$ cat config.mk
export PLATFORM = sky130hd
export DESIGN_NAME = cva6_cfg_reader_flat
export DESIGN_NICKNAME = d
export VERILOG_FILES = /design/src/rtl/cva6_config_pkg.sv /design/src/rtl/cva6_cfg_reader_pkg.sv /design/src/rtl/cva6_cfg_reader_if.sv /design/src/rtl/cva6_cfg_rom.sv /design/src/rtl/cva6_cfg_reader.sv /design/src/flat_wrapper.sv
export SDC_FILE = /design/constraint.sdc
export NUM_CORES = 1
export LEC_CHECK = 0
export ABC_AREA = 1
export BUFFER_PORTS_ARGS = -buffer_cell sky130_fd_sc_hd__buf_2
export CELL_PAD_IN_SITES_DETAIL_PLACEMENT = 0
export CELL_PAD_IN_SITES_GLOBAL_PLACEMENT = 1
export CORE_ASPECT_RATIO = 0.9
export CORE_MARGIN = 2
export CORE_UTILIZATION = 35
export DETAILED_ROUTE_END_ITERATION = 8
export GPL_ROUTABILITY_DRIVEN = 0
export HOLD_SLACK_MARGIN = 0.12
export PLACE_DENSITY_LB_ADDON = 0.1
export SYNTH_ARGS = -nofsm -noshare
export SYNTH_HDL_FRONTEND = slang
export SYNTH_SLANG_ARGS = --single-unit
$ cat constraint.sdc
create_clock -name clk_i -period 2.41 [get_ports clk_i]
set_input_delay 0.1205 -clock clk_i [delete_from_list [all_inputs] [get_ports clk_i]]
set_output_delay 0.1205 -clock clk_i [all_outputs]
set_load 0.01 [all_outputs]
$ cat src/rtl/cva6_config_pkg.sv
// Core compile-time configuration constants consumed by the configuration
// reader. Values describe the 64-bit application-class core build.
package cva6_config_pkg;

    localparam int unsigned CVA6ConfigXlen              = 64;

    localparam bit          CVA6ConfigFpuEn             = 1'b1;
    localparam bit          CVA6ConfigF16En             = 1'b0;
    localparam bit          CVA6ConfigF16AltEn          = 1'b0;
    localparam bit          CVA6ConfigF8En              = 1'b0;
    localparam bit          CVA6ConfigFVecEn            = 1'b0;
    localparam bit          CVA6ConfigCvxifEn           = 1'b1;
    localparam bit          CVA6ConfigCExtEn            = 1'b1;
    localparam bit          CVA6ConfigAExtEn            = 1'b1;
    localparam bit          CVA6ConfigHExtEn            = 1'b1;
    localparam bit          CVA6ConfigFetchUserEn       = 1'b0;
    localparam bit          CVA6ConfigDataUserEn        = 1'b0;
    localparam bit          CVA6ConfigRenameEn          = 1'b0;
    localparam bit          CVA6ConfigFPGAEn            = 1'b0;

    localparam int unsigned CVA6ConfigIcacheSetAssoc    = 4;
    localparam int unsigned CVA6ConfigIcacheLines       = 4096;
    localparam int unsigned CVA6ConfigIcacheLineWidth   = 128;
    localparam int unsigned CVA6ConfigDcacheSetAssoc    = 8;
    localparam int unsigned CVA6ConfigDcacheLines       = 4096;
    localparam int unsigned CVA6ConfigDcacheLineWidth   = 128;

    localparam int unsigned CVA6ConfigNrCommitPorts     = 2;
    localparam int unsigned CVA6ConfigNrScoreboardEntries = 8;
    localparam int unsigned CVA6ConfigNrLoadPipeRegs    = 1;
    localparam int unsigned CVA6ConfigNrStorePipeRegs   = 0;
    localparam int unsigned CVA6ConfigInstrTlbEntries   = 16;
    localparam int unsigned CVA6ConfigDataTlbEntries    = 16;
    localparam int unsigned CVA6ConfigRASDepth          = 2;
    localparam int unsigned CVA6ConfigBTBEntries        = 32;
    localparam int unsigned CVA6ConfigBHTEntries        = 128;
    localparam int unsigned CVA6ConfigNrPMPEntries      = 8;
    localparam int unsigned CVA6ConfigFetchUserWidth    = 32;
    localparam int unsigned CVA6ConfigDataUserWidth     = 32;

endpackage

$ cat src/rtl/cva6_cfg_reader_pkg.sv
// Shared definitions for the configuration reader: word map, extension
// bitmap layout, FSM state type and the constant configuration table.
package cva6_cfg_reader_pkg;
    import cva6_config_pkg::*;

    localparam int unsigned NumWords = 21;
    localparam logic [31:0] CfgMagic = 32'h4356_4136;

    // Word indices
    localparam int unsigned IdxMagic      = 0;
    localparam int unsigned IdxXlen       = 1;
    localparam int unsigned IdxExt        = 2;
    localparam int unsigned IdxIcAssoc    = 3;
    localparam int unsigned IdxIcLines    = 4;
    localparam int unsigned IdxIcLineW    = 5;
    localparam int unsigned IdxDcAssoc    = 6;
    localparam int unsigned IdxDcLines    = 7;
    localparam int unsigned IdxDcLineW    = 8;
    localparam int unsigned IdxCommit     = 9;
    localparam int unsigned IdxSbEntries  = 10;
    localparam int unsigned IdxLoadRegs   = 11;
    localparam int unsigned IdxStoreRegs  = 12;
    localparam int unsigned IdxItlb       = 13;
    localparam int unsigned IdxDtlb       = 14;
    localparam int unsigned IdxRas        = 15;
    localparam int unsigned IdxBtb        = 16;
    localparam int unsigned IdxBht        = 17;
    localparam int unsigned IdxPmp        = 18;
    localparam int unsigned IdxFetchUserW = 19;
    localparam int unsigned IdxDataUserW  = 20;

    // Extension bitmap bit positions
    localparam int unsigned ExtFpu       = 0;
    localparam int unsigned ExtF16       = 1;
    localparam int unsigned ExtF16Alt    = 2;
    localparam int unsigned ExtF8        = 3;
    localparam int unsigned ExtFVec      = 4;
    localparam int unsigned ExtCvxif     = 5;
    localparam int unsigned ExtC         = 6;
    localparam int unsigned ExtA         = 7;
    localparam int unsigned ExtH         = 8;
    localparam int unsigned ExtFetchUser = 9;
    localparam int unsigned ExtDataUser  = 10;
    localparam int unsigned ExtRename    = 11;
    localparam int unsigned ExtFPGA      = 12;

    typedef enum logic {
        IDLE = 1'b0,
        DUMP = 1'b1
    } cfg_state_e;

    typedef logic [NumWords-1:0][31:0] cfg_table_t;

    function automatic logic [31:0] ext_bitmap();
        logic [31:0] b;
        b               = '0;
        b[ExtFpu]       = CVA6ConfigFpuEn;
        b[ExtF16]       = CVA6ConfigF16En;
        b[ExtF16Alt]    = CVA6ConfigF16AltEn;
        b[ExtF8]        = CVA6ConfigF8En;
        b[ExtFVec]      = CVA6ConfigFVecEn;
        b[ExtCvxif]     = CVA6ConfigCvxifEn;
        b[ExtC]         = CVA6ConfigCExtEn;
        b[ExtA]         = CVA6ConfigAExtEn;
        b[ExtH]         = CVA6ConfigHExtEn;
        b[ExtFetchUser] = CVA6ConfigFetchUserEn;
        b[ExtDataUser]  = CVA6ConfigDataUserEn;
        b[ExtRename]    = CVA6ConfigRenameEn;
        b[ExtFPGA]      = CVA6ConfigFPGAEn;
        return b;
    endfunction

    function automatic cfg_table_t build_table();
        cfg_table_t t;
        t                = '0;
        t[IdxMagic]      = CfgMagic;
        t[IdxXlen]       = 32'(CVA6ConfigXlen);
        t[IdxExt]        = ext_bitmap();
        t[IdxIcAssoc]    = 32'(CVA6ConfigIcacheSetAssoc);
        t[IdxIcLines]    = 32'(CVA6ConfigIcacheLines);
        t[IdxIcLineW]    = 32'(CVA6ConfigIcacheLineWidth);
        t[IdxDcAssoc]    = 32'(CVA6ConfigDcacheSetAssoc);
        t[IdxDcLines]    = 32'(CVA6ConfigDcacheLines);
        t[IdxDcLineW]    = 32'(CVA6ConfigDcacheLineWidth);
        t[IdxCommit]     = 32'(CVA6ConfigNrCommitPorts);
        t[IdxSbEntries]  = 32'(CVA6ConfigNrScoreboardEntries);
        t[IdxLoadRegs]   = 32'(CVA6ConfigNrLoadPipeRegs);
        t[IdxStoreRegs]  = 32'(CVA6ConfigNrStorePipeRegs);
        t[IdxItlb]       = 32'(CVA6ConfigInstrTlbEntries);
        t[IdxDtlb]       = 32'(CVA6ConfigDataTlbEntries);
        t[IdxRas]        = 32'(CVA6ConfigRASDepth);
        t[IdxBtb]        = 32'(CVA6ConfigBTBEntries);
        t[IdxBht]        = 32'(CVA6ConfigBHTEntries);
        t[IdxPmp]        = 32'(CVA6ConfigNrPMPEntries);
        t[IdxFetchUserW] = 32'(CVA6ConfigFetchUserWidth);
        t[IdxDataUserW]  = 32'(CVA6ConfigDataUserWidth);
        return t;
    endfunction

    localparam cfg_table_t CfgTable = build_table();

endpackage

$ cat src/rtl/cva6_cfg_reader_if.sv
// Read port and dump stream bundle of the configuration reader.
// Optional macro CVA6_CFG_READER_PARITY_EN adds the two parity outputs.
interface cva6_cfg_reader_if #(
    parameter int unsigned AddrWidth = 5,
    parameter int unsigned DataWidth = 32
);
    logic                 req_i;
    logic [AddrWidth-1:0] addr_i;
    logic                 gnt_o;
    logic                 rvalid_o;
    logic [DataWidth-1:0] rdata_o;
    logic                 rerr_o;
    logic                 dump_i;
    logic                 dump_valid_o;
    logic                 dump_ready_i;
    logic [DataWidth-1:0] dump_data_o;
    logic                 dump_last_o;
    logic                 dump_busy_o;
`ifdef CVA6_CFG_READER_PARITY_EN
    logic                 rdata_par_o;
    logic                 dump_par_o;
`endif

    // Responder side
    modport slave (
        input  req_i, addr_i, dump_i, dump_ready_i,
        output gnt_o, rvalid_o, rdata_o, rerr_o,
        output dump_valid_o, dump_data_o, dump_last_o, dump_busy_o
`ifdef CVA6_CFG_READER_PARITY_EN
        , output rdata_par_o, dump_par_o
`endif
    );

    // Requester / stream sink side
    modport master (
        output req_i, addr_i, dump_i, dump_ready_i,
        input  gnt_o, rvalid_o, rdata_o, rerr_o,
        input  dump_valid_o, dump_data_o, dump_last_o, dump_busy_o
`ifdef CVA6_CFG_READER_PARITY_EN
        , input rdata_par_o, dump_par_o
`endif
    );
endinterface

$ cat src/rtl/cva6_cfg_rom.sv
// Combinational index -> (word, out-of-range flag) lookup into the
// constant configuration table. Out-of-range indices return zero data.
module cva6_cfg_rom
    import cva6_cfg_reader_pkg::*;
#(
    parameter int unsigned AddrWidth = 5,
    parameter int unsigned DataWidth = 32
) (
    input  logic [AddrWidth-1:0] idx_i,
    output logic [DataWidth-1:0] data_o,
    output logic                 err_o
);

    // Table lookup with zero-extension to the port width
    always_comb begin
        data_o = '0;
        err_o  = 1'b1;
        if (32'(idx_i) < NumWords) begin
            data_o = DataWidth'(CfgTable[idx_i]);
            err_o  = 1'b0;
        end
    end

endmodule

$ cat src/rtl/cva6_cfg_reader.sv
// Configuration reader: random-access read port (combinational grant,
// one-cycle registered response) plus a valid/ready dump engine that
// streams the whole table. Two ROM lookups avoid any read/dump arbitration.
// Optional macro CVA6_CFG_READER_PARITY_EN adds even-parity outputs.
module cva6_cfg_reader
    import cva6_cfg_reader_pkg::*;
#(
    parameter int unsigned AddrWidth = 5,
    parameter int unsigned DataWidth = 32
) (
    input  logic               clk_i,
    input  logic               rst_ni,
    cva6_cfg_reader_if.slave   bus
);

    localparam logic [AddrWidth-1:0] LastIdx = AddrWidth'(NumWords - 1);

    cfg_state_e           state_q;
    logic [AddrWidth-1:0] dump_idx_q, dump_idx_d;
    logic                 rvalid_q, rerr_q;
    logic [DataWidth-1:0] rdata_q;
    logic                 dump_valid_q, dump_last_q;
    logic [DataWidth-1:0] dump_data_q;
`ifdef CVA6_CFG_READER_PARITY_EN
    logic                 rdata_par_q, dump_par_q;
`endif

    logic                 gnt;
    logic [DataWidth-1:0] rd_data, dp_data;
    logic                 rd_err;
    logic                 dp_err_unused;

    // Reads are only served while the dump engine is idle
    assign gnt = bus.req_i && (state_q == IDLE);

    cva6_cfg_rom #(.AddrWidth(AddrWidth), .DataWidth(DataWidth)) u_rd_rom (
        .idx_i  (bus.addr_i),
        .data_o (rd_data),
        .err_o  (rd_err)
    );

    // The dump ROM looks up the next index so the stream word is registered
    cva6_cfg_rom #(.AddrWidth(AddrWidth), .DataWidth(DataWidth)) u_dp_rom (
        .idx_i  (dump_idx_d),
        .data_o (dp_data),
        .err_o  (dp_err_unused)
    );

    // Next dump index: restart at 0 from IDLE, advance on each non-final handshake
    always_comb begin
        dump_idx_d = dump_idx_q;
        if (state_q == IDLE) begin
            dump_idx_d = '0;
        end else if (bus.dump_ready_i && (dump_idx_q != LastIdx)) begin
            dump_idx_d = dump_idx_q + 1'b1;
        end
    end

    // Read response register: valid for one cycle per grant, data held otherwise
    always_ff @(posedge clk_i or negedge rst_ni) begin
        if (!rst_ni) begin
            rvalid_q    <= 1'b0;
            rdata_q     <= '0;
            rerr_q      <= 1'b0;
`ifdef CVA6_CFG_READER_PARITY_EN
            rdata_par_q <= 1'b0;
`endif
        end else begin
            rvalid_q <= gnt;
            if (gnt) begin
                rdata_q     <= rd_data;
                rerr_q      <= rd_err;
`ifdef CVA6_CFG_READER_PARITY_EN
                rdata_par_q <= ^rd_data;
`endif
            end
        end
    end

    // Dump FSM with registered stream outputs; words only change on handshake
    always_ff @(posedge clk_i or negedge rst_ni) begin
        if (!rst_ni) begin
            state_q      <= IDLE;
            dump_idx_q   <= '0;
            dump_valid_q <= 1'b0;
            dump_last_q  <= 1'b0;
            dump_data_q  <= '0;
`ifdef CVA6_CFG_READER_PARITY_EN
            dump_par_q   <= 1'b0;
`endif
        end else begin
            case (state_q)
                IDLE: begin
                    if (bus.dump_i) begin
                        state_q      <= DUMP;
                        dump_idx_q   <= dump_idx_d;
                        dump_valid_q <= 1'b1;
                        dump_data_q  <= dp_data;
                        dump_last_q  <= (dump_idx_d == LastIdx);
`ifdef CVA6_CFG_READER_PARITY_EN
                        dump_par_q   <= ^dp_data;
`endif
                    end
                end
                DUMP: begin
                    if (bus.dump_ready_i) begin
                        if (dump_last_q) begin
                            state_q      <= IDLE;
                            dump_idx_q   <= '0;
                            dump_valid_q <= 1'b0;
                            dump_last_q  <= 1'b0;
                            dump_data_q  <= '0;
`ifdef CVA6_CFG_READER_PARITY_EN
                            dump_par_q   <= 1'b0;
`endif
                        end else begin
                            dump_idx_q   <= dump_idx_d;
                            dump_data_q  <= dp_data;
                            dump_last_q  <= (dump_idx_d == LastIdx);
`ifdef CVA6_CFG_READER_PARITY_EN
                            dump_par_q   <= ^dp_data;
`endif
                        end
                    end
                end
                default: state_q <= IDLE;
            endcase
        end
    end

    assign bus.gnt_o        = gnt;
    assign bus.rvalid_o     = rvalid_q;
    assign bus.rdata_o      = rdata_q;
    assign bus.rerr_o       = rerr_q;
    assign bus.dump_valid_o = dump_valid_q;
    assign bus.dump_data_o  = dump_data_q;
    assign bus.dump_last_o  = dump_last_q;
    assign bus.dump_busy_o  = (state_q == DUMP);
`ifdef CVA6_CFG_READER_PARITY_EN
    assign bus.rdata_par_o  = rdata_par_q;
    assign bus.dump_par_o   = dump_par_q;
`endif

endmodule

$ cat src/flat_wrapper.sv
// flat-port wrapper written by rule: the top's interface ports become plain ports
module cva6_cfg_reader_flat import cva6_cfg_reader_pkg::*;
#(
    parameter int unsigned AddrWidth = 5,
    parameter int unsigned DataWidth = 32
)
  (clk_i, rst_ni, bus_req_i, bus_addr_i, bus_dump_i, bus_dump_ready_i, bus_gnt_o, bus_rvalid_o, bus_rdata_o, bus_rerr_o, bus_dump_valid_o, bus_dump_data_o, bus_dump_last_o, bus_dump_busy_o);
  cva6_cfg_reader_if #(.AddrWidth(AddrWidth), .DataWidth(DataWidth)) bus_i ();
  input  logic clk_i;
  input  logic rst_ni;
  input wire logic [$bits(bus_i.req_i)-1:0] bus_req_i;
  input wire logic [$bits(bus_i.addr_i)-1:0] bus_addr_i;
  input wire logic [$bits(bus_i.dump_i)-1:0] bus_dump_i;
  input wire logic [$bits(bus_i.dump_ready_i)-1:0] bus_dump_ready_i;
  output wire logic [$bits(bus_i.gnt_o)-1:0] bus_gnt_o;
  output wire logic [$bits(bus_i.rvalid_o)-1:0] bus_rvalid_o;
  output wire logic [$bits(bus_i.rdata_o)-1:0] bus_rdata_o;
  output wire logic [$bits(bus_i.rerr_o)-1:0] bus_rerr_o;
  output wire logic [$bits(bus_i.dump_valid_o)-1:0] bus_dump_valid_o;
  output wire logic [$bits(bus_i.dump_data_o)-1:0] bus_dump_data_o;
  output wire logic [$bits(bus_i.dump_last_o)-1:0] bus_dump_last_o;
  output wire logic [$bits(bus_i.dump_busy_o)-1:0] bus_dump_busy_o;
  assign bus_i.req_i = bus_req_i;
  assign bus_i.addr_i = bus_addr_i;
  assign bus_i.dump_i = bus_dump_i;
  assign bus_i.dump_ready_i = bus_dump_ready_i;
  assign bus_gnt_o = bus_i.gnt_o;
  assign bus_rvalid_o = bus_i.rvalid_o;
  assign bus_rdata_o = bus_i.rdata_o;
  assign bus_rerr_o = bus_i.rerr_o;
  assign bus_dump_valid_o = bus_i.dump_valid_o;
  assign bus_dump_data_o = bus_i.dump_data_o;
  assign bus_dump_last_o = bus_i.dump_last_o;
  assign bus_dump_busy_o = bus_i.dump_busy_o;
  cva6_cfg_reader #(.AddrWidth(AddrWidth), .DataWidth(DataWidth)) u_core (.clk_i(clk_i), .rst_ni(rst_ni), .bus(bus_i));
endmodule
==> impl_results.md, run 1 <==
* Post-synthesis sequential area ratio at 0.371
* Row count at 27
* Core region area at 0.00605 mm2
* Final Hold Viols at 0
* Worst EP required at 2.59 ns
* H-tree depth at 2
* Worst path arrival time at 2.26 ns
* CTS root buf: clkbuf_8
* Synth cell types at 27
* Count of final setup violators at 0
* Most frequent cells in the layout: 70 x nand2_1, 51 x buf_2, 32 x dfrtp_1
* Initial antenna violation count at 0
* CTS clk-pin slew, worst paths at 0.07 ns
* Worst hold path class: in2reg
* Setup ws final at 0.333 ns
* Tot Pwr at 2730 uW
* Worst Path Class, Setup: reg2reg
* Fmax at 481 MHz
* Setup TNS at 0 ns
* Cell count after synthesis at 278
* Total CTS buffers at 5
* # IOs at 80
* Hold buffers post-CTS at 2
* Later-pin clock latency in the skew report at 0.29 ns
* Final WL at 4560 um
* GRT Util Overall at 0.141
* Yosys warns at 0
* Clock Path Buffers at 2
* Layout overhead on the synthesized area at 10.3%
* Port Buffer Count at 51
* DP Wirelength at 3410 um
* Area share of the largest cell type after synthesis at 0.371
* Cell types occupying the most area after synthesis: dfrtp_1 37%, buf_4 15%, nand2_1 12%, ha_1 5.8%, inv_1 5.0%
* Avg WL per Cell at 11.7 um
* Setup WS pre-CTS at 0.347 ns
* PostCTS Resize Cnt at 0
* Pin count of the biggest net entering global routing at 33
* DR iter-0 viols at 69
* Critical Path Sink Type: flop
* Number of global-route vias before repair at 1575
* FF+latch area at 801 um2
* Worst-path maximum fanout at 5
* Routed Antenna Nets at 0
* Pin slew with the least headroom to its limit at 0.746 ns
* Min Clock Period, post-route at 2.08 ns
* CTS Sinks at 32
* Synthesized cell area at 0.00216 mm2
* Worst hold slack at 0.156 ns
* Outcome: finished clean
* Area of the multi-input gates at 983 um2
* Max Cap Violations at 0
* Leak Pwr at 0.00139 uW
* Share of layout cells above drive strength 1 at 0.226
* Final net count at 338
* Relative slew slack at 0.502
* Die width at 86.7 um
* N_diodes at 0
* Slew Viols, Final at 0
* Skew final at 0.00743 ns
* Cell taking the most area after synthesis: dfrtp_1
* Fill cell count at 655
* Vias per cell at 4.51
* Initial core utilization at 0.357
* Peak supply drop at 0.410 mV
* Post-CTS setup buffer count at 0
* Average size of a mapped cell at 7.75 um2
* RSZ-0062 raised after global routing: false
* TritonRoute pass-1 iters at 4
* Global-route wire length before repair at 7490 um
* Yosys reg bits at 32
* Pwr dens at 1150 mW/mm2
* Worst setup SP type: flop
* Remaining routing DRC violations at 0
* Final period util at 0.862
* Via count at 1762
* TritonCTS clock tree: yes
* Die area at 0.00680 mm2
* GRT overflow at 0
* Most common cell after layout, fill and taps aside: nand2_1
* Die outline height at 78.5 um
-- cell families (layout without fill, tap and decap cells) --
family          count (synthesis)  count (layout)  synth area share
compound gates                 42              42             0.118
fa+ha+maj                      10              10            0.0580
buf+inv                        78              92             0.219
flops                          32              32             0.371
other cells                     1              28           0.00174
simple gates                  115             115             0.232
-- synthesized netlist by cell type --
cell / n
nand2_1: 70
buf_4: 42
dfrtp_1: 32
inv_1: 29
nand3_1: 17
o21ai_0: 17
nor2_1: 15
ha_1: 10
a21oi_1: 8
o22ai_1: 6
nand2_2: 5
nand4_1: 4
o21ai_1: 4
buf_6: 3
clkbuf_1: 3
nand3_2: 2
a211oi_1: 1
a21oi_4: 1
a22oi_1: 1
conb_1: 1
inv_2: 1
nand4_2: 1
nor2_2: 1
o211ai_1: 1
o211ai_2: 1
o21a_1: 1
o31ai_2: 1
-- metrics by stage --
| stage | cell area (um2) | utilization | cells |
|---|---|---|---|
| after floorplan | 2260 | - | 305 |
| after global placement | 2250 | 0.372 | 381 |
| after detailed placement | 2250 | 0.372 | 381 |
| after CTS | 2380 | 0.393 | 391 |
| after global routing | 2380 | 0.393 | 391 |
| final | 2380 | 0.393 | 391 |
-- where the power goes --
part | switching, uW | internal, uW
sequential | 155 | 730
combinational | 836 | 486
clock | 211 | 307
total | 1200 | 1520
-- per-layer routing --
| layer | vias to the layer above | global-route usage | routed length (um) |
|---|---|---|---|
| met2 | 69 | 0.201 | 1820 |
| met5 | - | 0 | 0 |
| met4 | 0 | 0.0375 | 59 |
| li1 | 901 | - | - |
| met3 | 5 | 0.0379 | 258 |
| met1 | 787 | 0.209 | 2430 |
-- critical path: stages, from the launching register on --
cell and delay (ns):
dfrtp_1 0.41, inv_1 0.09, ha_1 0.23, nand4_2 0.14, nand2_2 0.10, nand2_1 0.06, nand3_1 0.16, ha_1 0.46
nand2_1 0.07, nand2_1 0.07, o21ai_1 0.06, nand3_1 0.07, nand2_1 0.05
-- path summary, 6_finish.rpt --
| path | from | to | slack, ns | cells past startpoint |
|---|---|---|---|---|
| max in group asynchronous | rst_ni | u_core.bus.dump_valid_o | 1.50 | 2 |
| max reg2reg | u_core.dump_idx_q[0] | u_core.bus.dump_data_o[5] | 0.33 | 12 |
| min in group asynchronous | rst_ni | u_core.bus.dump_busy_o | 0.44 | 2 |
| min reg2reg | u_core.bus.dump_data_o[7] | u_core.bus.dump_data_o[7] | 0.47 | 2 |
| min | bus_addr_i[4] | u_core.bus.rdata_o[5] | 0.16 | 3 |
| max | u_core.dump_idx_q[0] | u_core.bus.dump_data_o[5] | 0.33 | 12 |
-- final cells by class --
cell class,count,share of cell area
clock inverter,2,0.0147
inverter,30,0.0474
timing repair buffer,54,0.119
clock buffer,6,0.0305
sequential,32,0.337
multi-input combinational,195,0.414
tap,72,0.0379
-- state kept, by name (all words and copies together), names as in the netlist --
register                 flops
u_core.bus.dump_busy_o       1
u_core.bus.dump_data_o      11
u_core.bus.dump_last_o       1
u_core.bus.dump_valid_o      1
u_core.bus.rdata_o          11
u_core.bus.rerr_o            1
u_core.bus.rvalid_o          1
u_core.dump_idx_q            5
(Power assumes the default switching activity.)
==> run 2: changes to the inputs <==
GPL_TIMING_DRIVEN = 0   (was unset)
==> run 2 against run 1 <==
  * Via count up 7.7%
  * Worst hold slack worse by 0.017 ns
  * Clock power up 1%
==> impl_results.md, run 2 (synthesized netlist as in run 1, its figures left out) <==
* Worst EP required at 2.59 ns (about the same)
* Remaining routing DRC violations at 0 (unchanged)
* Final period util at 0.884 (+0.0226)
* TritonRoute pass-1 iters at 4 (unchanged)
* Routed Antenna Nets at 0 (unchanged)
* Peak supply drop at 0.322 mV (-21%)
* Leak Pwr at 0.00163 uW (+17%)
* Pin count of the biggest net entering global routing at 33 (unchanged)
* TritonCTS clock tree: yes
* Final Hold Viols at 0 (unchanged)
* Die area at 0.00680 mm2 (unchanged)
* RSZ-0062 raised after global routing: false
* Total CTS buffers at 5 (unchanged)
* Fmax at 469 MHz (-2.6%)
* Via count at 1898 (+7.7%)
* Setup TNS at 0 ns (unchanged)
* Vias per cell at 4.34 (-3.6%)
* Min Clock Period, post-route at 2.13 ns (+0.0545 ns)
* Post-CTS setup buffer count at 0 (unchanged)
* Most common cell after layout, fill and taps aside: nand2_1
* Critical Path Sink: u_core.bus.dump_data_o[5]
* Placed cell area at 0.00260 mm2 (+15%)
* Initial antenna violation count at 0 (unchanged)
* Max Cap Violations at 0 (unchanged)
* Final WL at 4890 um (+7.3%)
* Most frequent cells in the layout: 70 x nand2_1, 50 x buf_2, 42 x buf_4
* Design area at 0.00273 mm2 (+15%)
* Hold path start: bus_addr_i[4]
* Later-pin clock latency in the skew report at 0.29 ns (about the same)
* Pin slew with the least headroom to its limit at 0.734 ns (-0.0126 ns)
* H-tree depth at 2 (unchanged)
* Critical Path Sink Type: flop
* CTS root buf: clkbuf_8
* Skew final at 0.00591 ns (-0.00151 ns)
* Worst setup SP type: flop
* GRT overflow at 0 (unchanged)
* Worst Path Class, Setup: reg2reg
* Global-route wire length before repair at 8070 um (+7.6%)
* Reg2reg path depth at 12 (unchanged)
* Avg WL per Cell at 11.2 um (-4.0%)
* PostCTS Resize Cnt at 0 (unchanged)
* Pwr dens at 1070 mW/mm2 (-7.0%)
* Initial core utilization at 0.357 (unchanged)
* Core region area at 0.00605 mm2 (unchanged)
* Number of global-route vias before repair at 1652 (+4.9%)
* Worst flop-to-flop path startpoint: u_core.dump_idx_q[0]
* Final net count at 384 (+14%)
* Slew Viols, Final at 0 (unchanged)
* GRT Util Overall at 0.150 (+0.00870)
* Worst hold path class: in2reg
* N_diodes at 0 (unchanged)
* Clock Path Buffers at 2 (unchanged)
* Worst-path maximum fanout at 5 (unchanged)
* DR iter-0 viols at 104 (+51%)
* Share of layout cells above drive strength 1 at 0.315 (+0.0894)
* Critical Path Source: u_core.dump_idx_q[0]
* Port Buffer Count at 50 (-2.0%)
* Layout overhead on the synthesized area at 26.4%
* RR Endpoint: u_core.bus.dump_data_o[5]
* CTS Sinks at 32 (unchanged)
* Die outline height at 78.5 um (unchanged)
* Count of final setup violators at 0 (unchanged)
* Outcome: finished clean
* # IOs at 80 (unchanged)
* Row count at 27 (unchanged)
* Die width at 86.7 um (unchanged)
* Relative slew slack at 0.511 (+0.00838)
* DP Wirelength at 3700 um (+8.5%)
* Worst R2R Setup Slack at 0.28 ns (-0.05 ns)
* CTS clk-pin slew, worst paths at 0.07 ns (about the same)
* Worst path arrival time at 2.31 ns (+0.05 ns)
==> run 2: changes by cell type in the layout (fill, tap and decap cells not counted) <==
| cell | change |
|---|---|
| buf_4 | +41 |
| clkbuf_1 | +3 |
| buf_2 | -1 |
| buf_6 | +3 |
==> run 2: critical path: stages (launching register included) <==
cell     delay (ns)
dfrtp_1        0.41
inv_1          0.10
ha_1           0.23
nand4_2        0.13
nand2_2        0.10
nand2_1        0.07
nand3_1        0.19
ha_1           0.47
nand2_1        0.07
nand2_1        0.06
o21ai_1        0.06
nand3_1        0.08
nand2_1        0.05
==> run 2: worst min path at each step <==
| stage | to | depth (start not counted) |
|---|---|---|
| after floorplan | u_core.bus.dump_busy_o | 0 |
| after global placement | u_core.bus.dump_data_o[1] | 1 |
| after CTS | u_core.bus.rdata_o[5] | 3 |
| after detailed placement | u_core.bus.dump_data_o[1] | 1 |
| after global routing | u_core.bus.rdata_o[5] | 3 |
| final | u_core.bus.rdata_o[5] | 3 |
==> run 2: per-stage QoR <==
step / total power, uW / setup slack [ns] / std cells / util / hold slack, ns
6_report: 2910 / 0.279 / 437 / 0.451 / 0.139
2_1_floorplan: 1950 / 0.591 / 305 / - / -0.175
3_3_place_gp: 2390 / 0.306 / 427 / 0.430 / 0.235
3_5_place_dp: 2400 / 0.260 / 427 / 0.430 / 0.238
5_1_grt: 3180 / 0.0474 / 437 / 0.451 / 0.152
4_1_cts: 2940 / 0.252 / 437 / 0.451 / 0.126
==> run 2: metal layers <==
metal,wire [um],track usage
met1,2500,0.214
met2,2060,0.221
met3,309,0.0294
met4,32,0.0594
met5,0,0
==> run 2: what timing repair did <==
action | in CTS | in global routing
endpoints found under the hold margin | 33 | 0
hold buffers | 2 | 0
endpoints found under the setup margin | 0 | 0
==> run 2: power breakdown <==
group | leakage, uW | internal [uW] | total [uW] | switching (uW)
clock | 0.0000552 | 307 | 523 | 216
sequential | 0.000421 | 730 | 875 | 145
combinational | 0.00116 | 625 | 1510 | 883
==> run 2: area by class of cell <==
| type | instances | area (um2) |
|---|---|---|
| Clock inverter | 2 | 35.0 |
| Multi-Input combinational cell | 195 | 983 |
| Buffer | 48 | 360 |
| Sequential cell | 32 | 801 |
| Tap cell | 72 | 90.1 |
| Inverter | 30 | 113 |
| Fill cell | 634 | 3320 |
| Clock buffer | 6 | 72.6 |
| Timing Repair Buffer | 52 | 270 |
